[src/rtl/ctrl_result_deskew_pkg.sv]
// Shared constants and helpers for the result deskew block.
// Lane packing: lane i of any row vector sits at bits [i*PARTIAL_SUM_BW +: PARTIAL_SUM_BW].
package ctrl_result_deskew_pkg;

    localparam int PARTIAL_SUM_BW = 19;
    localparam int NUM_PE_ROWS    = 8;
    localparam int MATRIX_SIZE    = 8;
    localparam int FIFO_DEPTH     = 4;

    localparam int VEC_W     = NUM_PE_ROWS * PARTIAL_SUM_BW;
    localparam int ROW_IDX_W = $clog2(MATRIX_SIZE);
    localparam int CNT_W     = $clog2(FIFO_DEPTH) + 1;
    localparam int ENTRY_W   = VEC_W + ROW_IDX_W + 1;

    // Extract one lane from a packed row vector.
    function automatic logic [PARTIAL_SUM_BW-1:0] laneSlice(input logic [VEC_W-1:0] vec,
                                                             input int lane);
        return PARTIAL_SUM_BW'(vec >> (lane * PARTIAL_SUM_BW));
    endfunction

endpackage

[src/rtl/ctrl_result_fifo.sv]
// Synchronous FIFO for aligned result rows. Accepts a push while full
// when the head is popped in the same cycle; otherwise a push while full is
// refused and reported on drop_o. Reads present zero while empty.
module ctrl_result_fifo #(
    parameter int WIDTH = 8,
    parameter int DEPTH = 4
) (
    input  logic                       clk_i,
    input  logic                       rstn_i,
    input  logic                       clr_i,
    input  logic                       push_i,
    input  logic [WIDTH-1:0]           pushData_i,
    input  logic                       ready_i,
    output logic                       valid_o,
    output logic [WIDTH-1:0]           data_o,
    output logic [$clog2(DEPTH):0]     count_o,
    output logic                       drop_o
);

    localparam int PTR_W = $clog2(DEPTH);
    localparam int CW    = PTR_W + 1;

    logic [WIDTH-1:0] mem_q [DEPTH];
    logic [PTR_W-1:0] wrPtr_q, wrPtr_d;
    logic [PTR_W-1:0] rdPtr_q, rdPtr_d;
    logic [CW-1:0]    count_q, count_d;
    logic             empty, full, pop, pushOk;

    assign empty  = (count_q == '0);
    assign full   = (count_q == CW'(DEPTH));
    assign pop    = !empty && ready_i;
    assign pushOk = push_i && (!full || pop);
    assign drop_o = push_i && full && !pop;

    assign valid_o = !empty;
    assign data_o  = empty ? '0 : mem_q[rdPtr_q];
    assign count_o = count_q;

    // Next pointers and occupancy; pointers wrap naturally at the power-of-two depth.
    always_comb begin
        wrPtr_d = wrPtr_q;
        rdPtr_d = rdPtr_q;
        count_d = count_q;
        if (pushOk) wrPtr_d = wrPtr_q + 1'b1;
        if (pop)    rdPtr_d = rdPtr_q + 1'b1;
        unique case ({pushOk, pop})
            2'b10:   count_d = count_q + 1'b1;
            2'b01:   count_d = count_q - 1'b1;
            default: count_d = count_q;
        endcase
    end

    // Pointer and occupancy registers, cleared by reset or clr.
    always_ff @(posedge clk_i or negedge rstn_i) begin
        if (!rstn_i) begin
            wrPtr_q <= '0;
            rdPtr_q <= '0;
            count_q <= '0;
        end else if (clr_i) begin
            wrPtr_q <= '0;
            rdPtr_q <= '0;
            count_q <= '0;
        end else begin
            wrPtr_q <= wrPtr_d;
            rdPtr_q <= rdPtr_d;
            count_q <= count_d;
        end
    end

    // Storage needs no reset: empty slots are masked on the read side.
    always_ff @(posedge clk_i) begin
        if (pushOk) mem_q[wrPtr_q] <= pushData_i;
    end

endmodule

[src/rtl/ctrl_result_deskew.sv]
// Realigns skewed systolic-array results into one row vector per cycle,
// tags each row with its position in the tile and buffers it for write-back.
// Optional macro RESULT_DESKEW_RELU_EN clamps negative lanes to zero before buffering.
module ctrl_result_deskew
    import ctrl_result_deskew_pkg::*;
(
    input  logic                 clk,
    input  logic                 rstn,
    input  logic                 clr,
    input  logic                 in_valid,
    input  logic [VEC_W-1:0]     result,
    output logic                 out_valid,
    input  logic                 out_ready,
    output logic [VEC_W-1:0]     out_data,
    output logic [ROW_IDX_W-1:0] out_row_idx,
    output logic                 out_last,
    output logic [CNT_W-1:0]     fifo_count,
    output logic                 overflow
);

    localparam int VDEPTH = NUM_PE_ROWS - 1;

    logic [VDEPTH-1:0]    validPipe_q;
    logic                 av;
    logic [VEC_W-1:0]     pushVec;
    logic [ROW_IDX_W-1:0] rowCnt_q, rowCnt_d;
    logic                 rowLast;
    logic                 overflow_q, overflow_d;
    logic                 fifoDrop;
    logic [ENTRY_W-1:0]   fifoOut;

    // Valid follows lane 0 through the same number of stages as the deepest lane.
    always_ff @(posedge clk or negedge rstn) begin
        if (!rstn)     validPipe_q <= '0;
        else if (clr)  validPipe_q <= '0;
        else           validPipe_q <= {validPipe_q[VDEPTH-2:0], in_valid};
    end

    assign av = validPipe_q[VDEPTH-1];

    for (genvar lane = 0; lane < NUM_PE_ROWS; lane++) begin : gLane
        localparam int DELAY = NUM_PE_ROWS - 1 - lane;
        logic [PARTIAL_SUM_BW-1:0] alignedLane;
        logic [PARTIAL_SUM_BW-1:0] pushLane;

        if (DELAY == 0) begin : gDirect
            assign alignedLane = laneSlice(result, lane);
        end else begin : gDelay
            logic [PARTIAL_SUM_BW-1:0] stage_q [DELAY];

            // Early lanes wait here until the last lane catches up.
            always_ff @(posedge clk or negedge rstn) begin
                if (!rstn) begin
                    stage_q <= '{default: '0};
                end else if (clr) begin
                    stage_q <= '{default: '0};
                end else begin
                    stage_q[0] <= laneSlice(result, lane);
                    for (int s = 1; s < DELAY; s++) stage_q[s] <= stage_q[s-1];
                end
            end

            assign alignedLane = stage_q[DELAY-1];
        end

`ifdef RESULT_DESKEW_RELU_EN
        assign pushLane = alignedLane[PARTIAL_SUM_BW-1] ? '0 : alignedLane;
`else
        assign pushLane = alignedLane;
`endif
        assign pushVec[lane*PARTIAL_SUM_BW +: PARTIAL_SUM_BW] = pushLane;
    end

    assign rowLast = (rowCnt_q == ROW_IDX_W'(MATRIX_SIZE - 1));

    // Row position advances on every aligned vector, whether buffered or dropped.
    always_comb begin
        rowCnt_d   = rowCnt_q;
        overflow_d = overflow_q | fifoDrop;
        if (av) rowCnt_d = rowLast ? '0 : rowCnt_q + 1'b1;
    end

    // Row counter and sticky overflow flag.
    always_ff @(posedge clk or negedge rstn) begin
        if (!rstn) begin
            rowCnt_q   <= '0;
            overflow_q <= 1'b0;
        end else if (clr) begin
            rowCnt_q   <= '0;
            overflow_q <= 1'b0;
        end else begin
            rowCnt_q   <= rowCnt_d;
            overflow_q <= overflow_d;
        end
    end

    ctrl_result_fifo #(
        .WIDTH (ENTRY_W),
        .DEPTH (FIFO_DEPTH)
    ) uFifo (
        .clk_i      (clk),
        .rstn_i     (rstn),
        .clr_i      (clr),
        .push_i     (av),
        .pushData_i ({pushVec, rowCnt_q, rowLast}),
        .ready_i    (out_ready),
        .valid_o    (out_valid),
        .data_o     (fifoOut),
        .count_o    (fifo_count),
        .drop_o     (fifoDrop)
    );

    assign {out_data, out_row_idx, out_last} = fifoOut;
    assign overflow = overflow_q;

endmodule

[config.mk]
export PLATFORM = sky130hd
export DESIGN_NAME = ctrl_result_deskew
export DESIGN_NICKNAME = d
export VERILOG_FILES = /design/src/rtl/ctrl_result_deskew_pkg.sv /design/src/rtl/ctrl_result_fifo.sv /design/src/rtl/ctrl_result_deskew.sv
export SDC_FILE = /design/constraint.sdc
export NUM_CORES = 1
export LEC_CHECK = 0
export ABC_CLOCK_PERIOD_IN_PS = 5300
export CAP_MARGIN = 40
export CORE_ASPECT_RATIO = 0.8
export CORE_UTILIZATION = 52
export DETAILED_ROUTE_END_ITERATION = 7
export GPL_TIMING_DRIVEN = 0
export HOLD_SLACK_MARGIN = 0.05
export PLACE_DENSITY = 0.75
export SYNTH_ARGS = -nofsm -noshare
export SYNTH_HDL_FRONTEND = slang
export SYNTH_SLANG_ARGS = --single-unit
[constraint.sdc]
create_clock -name clk -period 5.3 [get_ports clk]
set_clock_uncertainty 0.1 [all_clocks]
set_input_delay 0.795 -clock clk [delete_from_list [all_inputs] [get_ports clk]]
set_output_delay 0.795 -clock clk [all_outputs]
set_load 0.005 [all_outputs]
==> out/metrics.cfg <==
[outcome]
status = completed

[clocking]
cts_tree = built
worst_skew_pair.late_latency_ps = 680
ctsHtreeMaxLevel = 3
clk_pin_slew_ps = 60
cts_buffers = 107
ctsLongestPathBuffers = 3
cts-resized-gates = 0
clock_sinks = 1174
root_buffer = clkbuf_16

[timing]
finalHoldViolCount = 0
tightest_slew_ps = 733
period_needed_ps = 4270
setup_tns_ps = 0
maxSlewHeadroom = 0.511
fmax_mhz = 234
slew_violations = 0
fin_crit_sh = 0.806
setup_viol = 0
grt_setup_unrepaired = no

[power]
power_density_nw_per_um2 = 365
ir_drop_uv = 246
power.leakage_nw = 19.0

[cells_and_area]
nets = 2819
multiInputGateArea_um2 = 8320
mostFrequentLayoutCells = edfxtp_1, dfrtp_1, nor2b_1
final_util = 0.636
seq_area_um2 = 32500
fill_cells = 5284
drive_gt1_frac = 0.140
synthToLayoutAreaGrowth_pct = 20.9
layout_commonest_cell = edfxtp_1
fin_area_um2 = 50100

[floorplan]
core_area_um2 = 78700
die_w_um = 317
dieArea_um2 = 80800
start_util = 0.526
io_pins = 318
fp.dieH_um = 254
rows = 92

[route]
wl_um = 77900
dr.pass1.iters = 5
avgViaCountPerCell = 5.14
drc = 0
dr_total_vias = 19500
route.detailed.wl_per_inst_um = 20.6
ant_nets = 0
drt-initial-drc-count = 1378

[global_routing]
grt_pass1_wl_um = 121000
grt_usage = 0.197
gr-total-overflow = 0
antenna_found_initial = 4
grt_max_degree = 125
grt_pass1_vias = 20700

[setup_path]
critPathTopFamily = buffers and inverters
path_cells = or3_1 > clkbuf_1 > buf_8 > clkbuf_1 > and2_1 > clkdlybuf4s50_1
crit_top_cell = clkbuf_1
end_kind = output port
reg2reg_slack_ps = 2370
critPathArrivalTime_ps = 3380
worstPathRequired_ps = 4410
path_buf_inv = 4
cpMaxStageDelayCell = clkdlybuf4s50_1
setup.worst_path.class = flip-flop to output port
start_kind = flip-flop
r2r-start = uFifo.count_o[1]
cp_max_fo = 10
worstSetupStartpoint = uFifo.count_o[1]
worst_path_largest_cell_delay_ps = 630

[synth]
yosysUniqueCellTypes = 36
syn_inst = 2207
ys_warn_count = 0
synth_flop_cell = edfxtp_1
async_flop_share = 0.468
synthesis.area_um2 = 41400
synth-seq-cells = 1174
postSynthAreaPerCell_um2 = 18.8
synth_edf_count = 624
ys_seq_area_frac = 0.785
syn_nets = 2371

[flow_run]
maxCapViolations = 0

[placement]
gp_congestion = 0.758
port_buffers = 316
dpl.hpwl_um = 49400
place_area_um2 = 46400

[hold_path]
holdCritStartpoint = gLane[0].gDelay.stage_q[117]
min_path_type = flip-flop to flip-flop

## worst paths after layout
| kind | endpoint | cells after the start |
|---|---|---|
| setup reg to reg | uFifo.count_o[1] | 7 |
| hold / removal | gLane[0].gDelay.stage_q[98] | 1 |
| setup / recovery | out_data[89] | 6 |
| hold reg to reg | gLane[0].gDelay.stage_q[98] | 1 |
| max in group asynchronous | gLane[2].alignedLane[11] | 4 |
| min in group asynchronous | gLane[6].alignedLane[4] | 2 |
## cell families after synthesis
kind of cell,synth area share
fa+ha+maj,0.00230
simple gates,0.109
mux,0.0856
buf+inv,0.0144
xor+xnor,0.000635
flops,0.785
compound gates,0.00308
## per-layer routing
| metal | part of all wire | wire length (um) | global-route usage | vias to the layer above |
|---|---|---|---|---|
| met5 | 0.00014 | 11 | 0 | - |
| met2 | 0.51 | 39400 | 0.333 | 469 |
| met1 | 0.43 | 33300 | 0.269 | 10200 |
| met3 | 0.046 | 3560 | 0.0339 | 121 |
| li1 | - | - | - | 8713 |
| met4 | 0.021 | 1640 | 0.0552 | 2 |
## repair_timing
item	in CTS	in global routing
hold endpoints to repair	47	0
hold buffers	1	0
buffers inserted	0	0
## cell usage after synthesis, types with 2 or more instances
master     instances  area [um2]
buf_2             19        95.1
mux4_2           156        3510
a21oi_1            4        20.0
mux2i_1            3        30.0
nand2_1            3        11.3
and3_1             4        25.0
ha_1               6        75.1
buf_6             15         169
nand3_1            3        15.0
nand2b_1           2        12.5
edfxtp_1         624       18700
buf_1              2        7.51
o21ai_0            3        15.0
and2_1           156         976
clkbuf_1          82         308
inv_1              4        15.0
nor2_1             8        30.0
a31oi_1            2        12.5
dfrtp_1          550       13800
or3_1              2        12.5
a2111oi_0          2        17.5
xor2_1             3        26.3
nor2b_1          541        3380
## flip-flops by register name, indices dropped and copies added, names as in the netlist
name	flops
uFifo.mem_q	624
gLane.gDelay.stage_q	399
gLane.alignedLane	133
validPipe_q	7
rowCnt_q	3
uFifo.count_o	3
uFifo.rdPtr_q	2
uFifo.wrPtr_q	2
overflow	1
## metrics by stage
stage | cells | setup slack, ps | hold slack [ps] | total power [mW]
floorplan | 2207 | 95.5 | 339 | 10.3
global placement | 3557 | -20520 | 342 | 10.7
detailed placement | 3579 | 1640 | 346 | 10.8
CTS | 3782 | 909 | 345 | 18.5
global route | 3782 | 828 | 371 | 18.9
finish | 3783 | 1030 | 349 | 18.3
## worst register-to-register path: stages, from the launching register on
cell	delay, ps
dfrtp_1	500
or3_1	470
clkbuf_1	320
nor2b_1	240
fa_1	530
nand2_1	80
o211a_1	120
a2111oi_0	420
## report_power, final
group | internal [mW] | total (mW) | switching (mW)
Combinational | 0.426 | 0.820 | 0.394
Clock | 4.47 | 7.73 | 3.26
Sequential | 9.70 | 9.75 | 0.0440
Total | 14.6 | 18.3 | 3.70
## cell type report
type | count | area share
Antenna cell | 1 | 0.0000500
Clock buffer | 169 | 0.0648
Timing Repair Buffer | 339 | 0.0743
Buffer | 118 | 0.0116
Inverter | 4 | 0.000300
Multi-Input combinational cell | 911 | 0.166
Tap cell | 1034 | 0.0258
Sequential cell | 1174 | 0.649
Clock inverter | 33 | 0.00770
Note: power is estimated with default switching activity, not from simulation.
